[src/rtl/flipflop_i_encoder_reg_pkg.sv]
`default_nettype none
// ============================================================================
//  Module      : flipflop_i_pkg
//  Description : Shared constants and types for the instruction-register
//                set-line encoder and its register stage.
//  Revision    : 1.0 - initial release
// ============================================================================
package flipflop_i_pkg;

    // Default instruction code width (set vector is 2**I_W lines)
    localparam int I_W = 8;

    // Encoder modes
    localparam int I_ENC_OR   = 0;  // OR of the indices of all hot lines
    localparam int I_ENC_PRIO = 1;  // highest hot index wins

    // Instruction code at the default width
    typedef logic [I_W-1:0] i_code_t;

    // Occupancy of the instruction register toward the sequencer
    typedef enum logic [0:0] {
        ST_EMPTY = 1'b0,
        ST_FULL  = 1'b1
    } i_state_t;

endpackage : flipflop_i_pkg
`default_nettype wire

[src/rtl/flipflop_i_encoder_reg_encoder.sv]
`default_nettype none
// ============================================================================
//  Module      : onehot_code_encoder
//  Description : Combinational encoder from a 2**W set-line vector to a W-bit
//                code. Also flags "any line hot" and "more than one hot".
//  Revision    : 1.0 - initial release
// ============================================================================
module onehot_code_encoder
    import flipflop_i_pkg::*;
#(
    parameter int W    = I_W,
    parameter int MODE = I_ENC_OR
) (
    input  logic [2**W-1:0] set,
    output logic [W-1:0]    code,
    output logic            any,
    output logic            multi
);

    localparam int c_N = 2**W;

    logic w_seen;

    generate
        if (MODE == I_ENC_PRIO) begin : g_prio
            // Ascending scan: the last hot line seen is the highest index
            always_comb begin
                code = '0;
                for (int k = 0; k < c_N; k++) begin
                    if (set[k]) begin
                        code = W'(k);
                    end
                end
            end
        end else begin : g_or
            // Legacy gate-encoder behaviour: OR together every hot index
            always_comb begin
                code = '0;
                for (int k = 0; k < c_N; k++) begin
                    if (set[k]) begin
                        code = code | W'(k);
                    end
                end
            end
        end
    endgenerate

    // Any line hot
    assign any = |set;

    // Multi-hot detection: a second hot line after one has already been seen
    always_comb begin
        w_seen = 1'b0;
        multi  = 1'b0;
        for (int k = 0; k < c_N; k++) begin
            if (set[k]) begin
                if (w_seen) begin
                    multi = 1'b1;
                end
                w_seen = 1'b1;
            end
        end
    end

endmodule : onehot_code_encoder
`default_nettype wire

[src/rtl/flipflop_i_encoder_reg.sv]
`default_nettype none
// ============================================================================
//  Module      : flipflop_i_encoder_reg
//  Description : Encodes the P2 set-line vector and latches the code into the
//                instruction register on the P2 strobe. Provides a valid/ack
//                handshake, a sticky multi-hot error and a saturating overrun
//                counter. All outputs are registered.
//  Revision    : 1.0 - initial release
// ============================================================================
module flipflop_i_encoder_reg
    import flipflop_i_pkg::*;
#(
    parameter int           W          = I_W,
    parameter int           MODE       = I_ENC_OR,
    parameter logic [W-1:0] RESET_CODE = '0,
    parameter int           OVR_W      = 4
) (
    input  logic             clk,
    input  logic             rst,
    input  logic             p2,
    input  logic [2**W-1:0]  set,
    input  logic             ack,
    input  logic             clr,
    input  logic             err_clr,
    output logic [W-1:0]     i_q,
    output logic             i_valid,
    output logic             multi_err,
    output logic [OVR_W-1:0] ovr_cnt
);

    localparam logic [OVR_W-1:0] c_OVR_MAX = '1;

    logic [W-1:0]     w_code;
    logic             w_any;
    logic             w_multi;
    logic             w_load;
    logic             w_overrun;
    logic             w_multi_ev;

    i_state_t         r_state;
    i_state_t         w_state_nxt;
    logic [W-1:0]     r_q;
    logic             r_multi_err;
    logic [OVR_W-1:0] r_ovr_cnt;

    onehot_code_encoder #(
        .W    (W),
        .MODE (MODE)
    ) u_enc (
        .set   (set),
        .code  (w_code),
        .any   (w_any),
        .multi (w_multi)
    );

    // A load needs the strobe, at least one hot line, and no clear pending
    assign w_load     = p2 & w_any & ~clr;
    assign w_overrun  = w_load & (r_state == ST_FULL) & ~ack;
    assign w_multi_ev = w_load & w_multi;

    // Occupancy state register
    always_ff @(posedge clk or posedge rst) begin
        if (rst) begin
            r_state <= ST_EMPTY;
        end else begin
            r_state <= w_state_nxt;
        end
    end

    // Occupancy next state: clear beats load, load beats ack
    always_comb begin
        w_state_nxt = r_state;
        if (clr) begin
            w_state_nxt = ST_EMPTY;
        end else if (w_load) begin
            w_state_nxt = ST_FULL;
        end else if (ack) begin
            w_state_nxt = ST_EMPTY;
        end
    end

    // Instruction code register
    always_ff @(posedge clk or posedge rst) begin
        if (rst) begin
            r_q <= RESET_CODE;
        end else if (clr) begin
            r_q <= RESET_CODE;
        end else if (w_load) begin
            r_q <= w_code;
        end
    end

    // Sticky multi-hot flag; a new error wins over a same-cycle clear
    always_ff @(posedge clk or posedge rst) begin
        if (rst) begin
            r_multi_err <= 1'b0;
        end else if (w_multi_ev) begin
            r_multi_err <= 1'b1;
        end else if (err_clr) begin
            r_multi_err <= 1'b0;
        end
    end

    // Saturating overrun counter; an overrun in the clearing cycle counts as one
    always_ff @(posedge clk or posedge rst) begin
        if (rst) begin
            r_ovr_cnt <= '0;
        end else if (w_overrun) begin
            if (err_clr) begin
                r_ovr_cnt <= OVR_W'(1);
            end else if (r_ovr_cnt != c_OVR_MAX) begin
                r_ovr_cnt <= r_ovr_cnt + OVR_W'(1);
            end
        end else if (err_clr) begin
            r_ovr_cnt <= '0;
        end
    end

    assign i_q       = r_q;
    assign i_valid   = (r_state == ST_FULL);
    assign multi_err = r_multi_err;
    assign ovr_cnt   = r_ovr_cnt;

endmodule : flipflop_i_encoder_reg
`default_nettype wire

[config.mk]
export PLATFORM = sky130hd
export DESIGN_NAME = flipflop_i_encoder_reg
export DESIGN_NICKNAME = d
export VERILOG_FILES = /design/src/rtl/flipflop_i_encoder_reg_pkg.sv /design/src/rtl/flipflop_i_encoder_reg_encoder.sv /design/src/rtl/flipflop_i_encoder_reg.sv
export SDC_FILE = /design/constraint.sdc
export NUM_CORES = 1
export LEC_CHECK = 0
export ABC_AREA = 1
export CAP_MARGIN = 20
export CORE_UTILIZATION = 40
export CTS_CLUSTER_DIAMETER = 40
export DETAILED_ROUTE_END_ITERATION = 12
export PLACE_DENSITY = 0.77
export SLEW_MARGIN = 10
export SYNTH_ARGS = -nofsm -noshare
export SYNTH_HDL_FRONTEND = slang
export SYNTH_HIERARCHICAL = 1
export SYNTH_SLANG_ARGS = --single-unit
[constraint.sdc]
create_clock -name clk -period 1.68 [get_ports clk]
set_clock_uncertainty 0.05 [all_clocks]
set_input_delay 0.336 -clock clk [delete_from_list [all_inputs] [get_ports clk]]
set_output_delay 0.336 -clock clk [all_outputs]
set_load 0.05 [all_outputs]
==> flow_summary.json, run 1 <==
{
  "synth_seq_cells": 14,
  "synth_top_area_frac": 0.222,
  "die_h_microns": 118,
  "die_w_microns": 118,
  "top_level_ports": 276,
  "hold_buffers": 0,
  "cts_max_path_buffers": 2,
  "status": "aborted with a tool error",
  "grt_usage": 0.812,
  "clock-sinks": 14,
  "error": "[ERROR GRT-0116] Global routing finished with congestion. Check the congestion regions in the DRC Viewer.",
  "syn_area_sq_um": 5390,
  "synth_cells": 1093,
  "synth.largest_area_cell": "nand2_1",
  "yosysWarningCount": 6,
  "dpl.hpwl_microns": 30700,
  "start_util": 0.409,
  "grt_max_degree": 15,
  "syn_nets": 1356,
  "stop_stage": "global routing",
  "row_count": 42,
  "globalRoute.totalOverflow": 198,
  "syn_area_per_cell_sq_um": 4.93,
  "yosysSeqAreaShare": 0.0650,
  "first_global_vias": 14500,
  "yosys-top-cells-area": "nand2_1 22%, nor2_1 15%, inv_1 11%",
  "cts_made_buffers": 3,
  "routabilityCongestion": 1.12,
  "io_buffers": 275,
  "root_buffer": "clkbuf_16",
  "h-tree-depth": 1,
  "grt_pass1_wl_microns": 85600,
  "ys_types": 41
}
==> per-layer routing <==
metal  track usage  overflow
met1         0.755         1
met2          1.00       116
met3         0.668         2
met4         0.867        78
met5         0.471         1
==> synthesized netlist by cell type (all sizes together) <==
master	instances
nor4	48
a211oi	2
o21bai	2
nand3b	2
o2111ai	1
nor4b	2
inv	172
o21ai	51
nand2	335
o31ai	1
o211ai	4
a22o	3
or4	2
o221ai	1
nand4	63
ha	1
a31oi	3
dfrtp	14
a21o	1
nor3	38
or2	4
nor2	255
o22ai	9
a21boi	1
clkinv	1
nand3	61
a21oi	15
a221oi	1
==> cell families after synthesis <==
| logic type | Yosys count | share of synthesized area |
|---|---|---|
| AOI/OAI and AO/OA | 95 | 0.100 |
| DFF | 14 | 0.0650 |
| and+or+nand+nor | 810 | 0.712 |
| buffers and inverters | 173 | 0.120 |
| adders and majority gates | 1 | 0.00232 |
==> stage by stage <==
stage | instances | utilization | setup slack (ns) | area [sq um]
after detailed placement | 1966 | 0.883 | -4.61 | 11600
after floorplan | 1093 | - | -3.55 | 5490
after global placement | 1966 | 0.883 | -4.29 | 11600
after CTS | 2014 | 0.940 | -4.26 | 12400
==> repair_timing <==
| action | 4_1_cts |
|---|---|
| gates cloned | 1 |
| endpoints found under the setup margin | 14 |
| buffers inserted | 44 |
| pin swaps | 31 |
| gates resized for setup | 140 |
| endpoints found under the hold margin | 0 |
==> inputs of run 2 (changes only) <==
--- a/config.mk
+++ b/config.mk
@@ -7,10 +7,9 @@
 export LEC_CHECK = 0
 export ABC_AREA = 1
 export CAP_MARGIN = 20
-export CORE_UTILIZATION = 40
-export CTS_CLUSTER_DIAMETER = 40
+export CORE_UTILIZATION = 25
 export DETAILED_ROUTE_END_ITERATION = 12
-export PLACE_DENSITY = 0.77
+export PLACE_DENSITY_LB_ADDON = 0.15
 export SLEW_MARGIN = 10
 export SYNTH_ARGS = -nofsm -noshare
 export SYNTH_HDL_FRONTEND = slang
==> run 2 against run 1 <==
Net effect:
- the flow now finishes, with violations (negative setup slack)
- area after synthesis did not move
- synthesized cell count did not move
==> flow_summary.json, run 2 <==
{
  "ys_async_sr_fraction": 1.00,
  "worst_ep_required_time_ns": 1.76,
  "p_sw_mw": 1.25,
  "row_count": 53,
  "drv_slew": 0,
  "grt_setup_unrepaired": "true",
  "start_util": 0.256,
  "antenna_found_initial": 1,
  "die_h_microns": 149,
  "first_global_vias": 9958,
  "synth_top_family_by_area": "simple AND/OR/NAND/NOR gates",
  "hold_viol": 0,
  "synthToLayoutAreaGrowth_pct": 134,
  "fmax_mhz": 163,
  "num_vias": 10200,
  "layout_commonest_cell": "buf_4",
  "postRouteAntennaNets": 0,
  "clkSlewWorstSetupHoldPaths_ns": 0.04,
  "routed_wl_microns": 36100,
  "top_level_ports": 276,
  "synth_mux_area_frac": 0,
  "dr.pass1.iters": 5,
  "p_int_mw": 2.03,
  "min_path_type": "primary input to asynchronous set/reset pin",
  "syn_area_sq_um": 5390,
  "drc": 0,
  "tns_ns": -23.14,
  "synth_most_common_cell": "nand2_1",
  "setup_viol": 14,
  "p_clk_frac": 0.135,
  "status": "finished, violations left",
  "core_sq_um": 21100,
  "cp-end-kind": "register",
  "cts_made_buffers": 3,
  "nets": 2111,
  "powerDensity_nw_per_um2": 259,
  "yosysWarningCount": 6,
  "hold_buffers": 0,
  "r2r_start": "ovr_cnt[0]",
  "grt_use_met3": 0.0394,
  "synth_top_area_frac": 0.222,
  "tightest_slew_ns": 0.530,
  "die_w_microns": 149,
  "path_buf_inv": 10,
  "slowest_delay_ns": 0.45,
  "synth.largest_area_cell": "nand2_1",
  "grtUsageMet1": 0.408,
  "p_leak_nw": 6.02,
  "power.total_mw": 3.27,
  "cts_max_path_buffers": 2,
  "root_buffer": "clkbuf_16",
  "largest_reg_flops": 8,
  "ys_types": 41,
  "cp-start-kind": "primary input",
  "yosysSeqAreaShare": 0.0650,
  "min_period_ns": 6.12,
  "fin_util": 0.598,
  "slew_headroom": 0.646,
  "r2r_slack_ns": 0.29,
  "crit_top_cell": "nand2_2",
  "p_comb_frac": 0.749,
  "cts_tree": "done",
  "routabilityCongestion": 1.04,
  "yosys-top-cells-area": "nand2_1 22%, nor2_1 15%, inv_1 11%",
  "worst-setup-path-type": "primary input to register",
  "p_seq_frac": 0.117,
  "globalRoute.totalOverflow": 0,
  "finalCritPeriodShare": 3.64,
  "peakVddDrop_v": 0.000262,
  "grt_max_degree": 15,
  "dpl.hpwl_microns": 31900,
  "dr.first_iter.drc_count": 651,
  "h-tree-depth": 1,
  "drv_cap": 0,
  "synthFlopType": "dfrtp_1",
  "layout-drive-gt1-share": 0.356,
  "wl_per_cell_microns": 17.0,
  "synth-simple-area-share": 0.712,
  "synth_common_cells": "319 x nand2_1, 218 x nor2_1, 151 x inv_1, 61 x nand4_1, 54 x nand3_1",
  "clock-sinks": 14,
  "synth_seq_cells": 14,
  "synth_cells": 1093,
  "cp_max_fo": 4,
  "synth_compound_area_frac": 0.100,
  "synthXorXnorAreaFrac": 0,
  "most-common-layout-cells": "464 x buf_4, 313 x nand2_1, 248 x clkdlybuf4s50_1, 188 x nor2_1, 147 x inv_1",
  "dieArea_sq_um": 22200,
  "io_buffers": 275,
  "grt_usage": 0.318,
  "crit_slowest_cell": "clkdlybuf4s50_1",
  "grt_pass1_wl_microns": 53500,
  "arrival_ns": 6.19,
  "setup.worst_path.start": "set[1]",
  "worst_path_dominant_cell_family": "simple AND/OR/NAND/NOR gates",
  "synth_edf_count": 0,
  "synthAdderAreaFrac": 0.00232,
  "syn_area_per_cell_sq_um": 4.93,
  "power.switching_fraction": 0.381,
  "routed_via_density": 4.81,
  "violations": "negative setup slack",
  "setup_ws_ns": -4.44,
  "clkLatencyLatePin_ns": 0.24,
  "top_usage_layer": "met2",
  "syn_nets": 1356,
  "use_met2": 0.553
}
==> run 2: cell counts after synthesis <==
Identical to the previous run, type by type.
==> run 2: final cells by class <==
cell class              instances  area, sq um
clock buffers                   3         75.1
fillers                      2077         8470
repair buffers                749         6440
inverters                     173          651
multi-input cells             907         4750
flip-flops and latches         14          350
diodes                          1         2.50
well taps                     275          344
==> run 2: logic make-up after synthesis <==
kind of cell / count (synthesis)
compound gates: 95
fa+ha+maj: 1
buf+inv: 173
flops: 14
simple gates: 810
==> run 2: routing by layer <==
| metal | wire [microns] | vias up | share of wire |
|---|---|---|---|
| met5 | 0 | - | 0 |
| met4 | 1150 | 0 | 0.032 |
| met3 | 2570 | 55 | 0.071 |
| met2 | 17000 | 409 | 0.47 |
| met1 | 15400 | 4630 | 0.43 |
| li1 | - | 5106 | - |
==> run 2: stage by stage <==
step	instances	hold slack, ns	setup WS [ns]	instance area, sq um
2_1_floorplan	1093	0.175	-3.55	5490
3_3_place_gp	2065	0.461	-4.72	11800
3_5_place_dp	2065	0.462	-4.74	11800
4_1_cts	2121	0.414	-4.41	12500
5_1_grt	2121	0.444	-4.90	12600
6_report	2122	0.386	-4.44	12600
==> run 2: repair_timing <==
item	CTS	global route
gates resized for setup	87	26
endpoints found under the setup margin	14	14
hold endpoints to repair	0	0
gates cloned	1	0
setup buffers	53	4
pin swaps	26	17
==> run 2: power by group through the flow <==
| stage | Clock [mW] | Sequential (mW) | Combinational (mW) |
|---|---|---|---|
| CTS | 0.444 | 0.381 | 2.40 |
| finish | 0.441 | 0.381 | 2.45 |
| floorplan | 0 | 0.442 | 0.518 |
| detailed placement | 0 | 0.384 | 2.28 |
| global route | 0.476 | 0.382 | 2.60 |
| global placement | 0 | 0.384 | 2.28 |
==> run 2: final timing paths <==
path | endpoint | cells after the start
max in group asynchronous | i_q[5] | 2
worst min register to register | i_q[3] | 2
worst min-delay path | i_q[3] | 2
worst max-delay path | multi_err | 55
min in group clk | i_q[3] | 2
worst max register to register | ovr_cnt[3] | 5
Note: power is estimated with default switching activity, not from simulation.
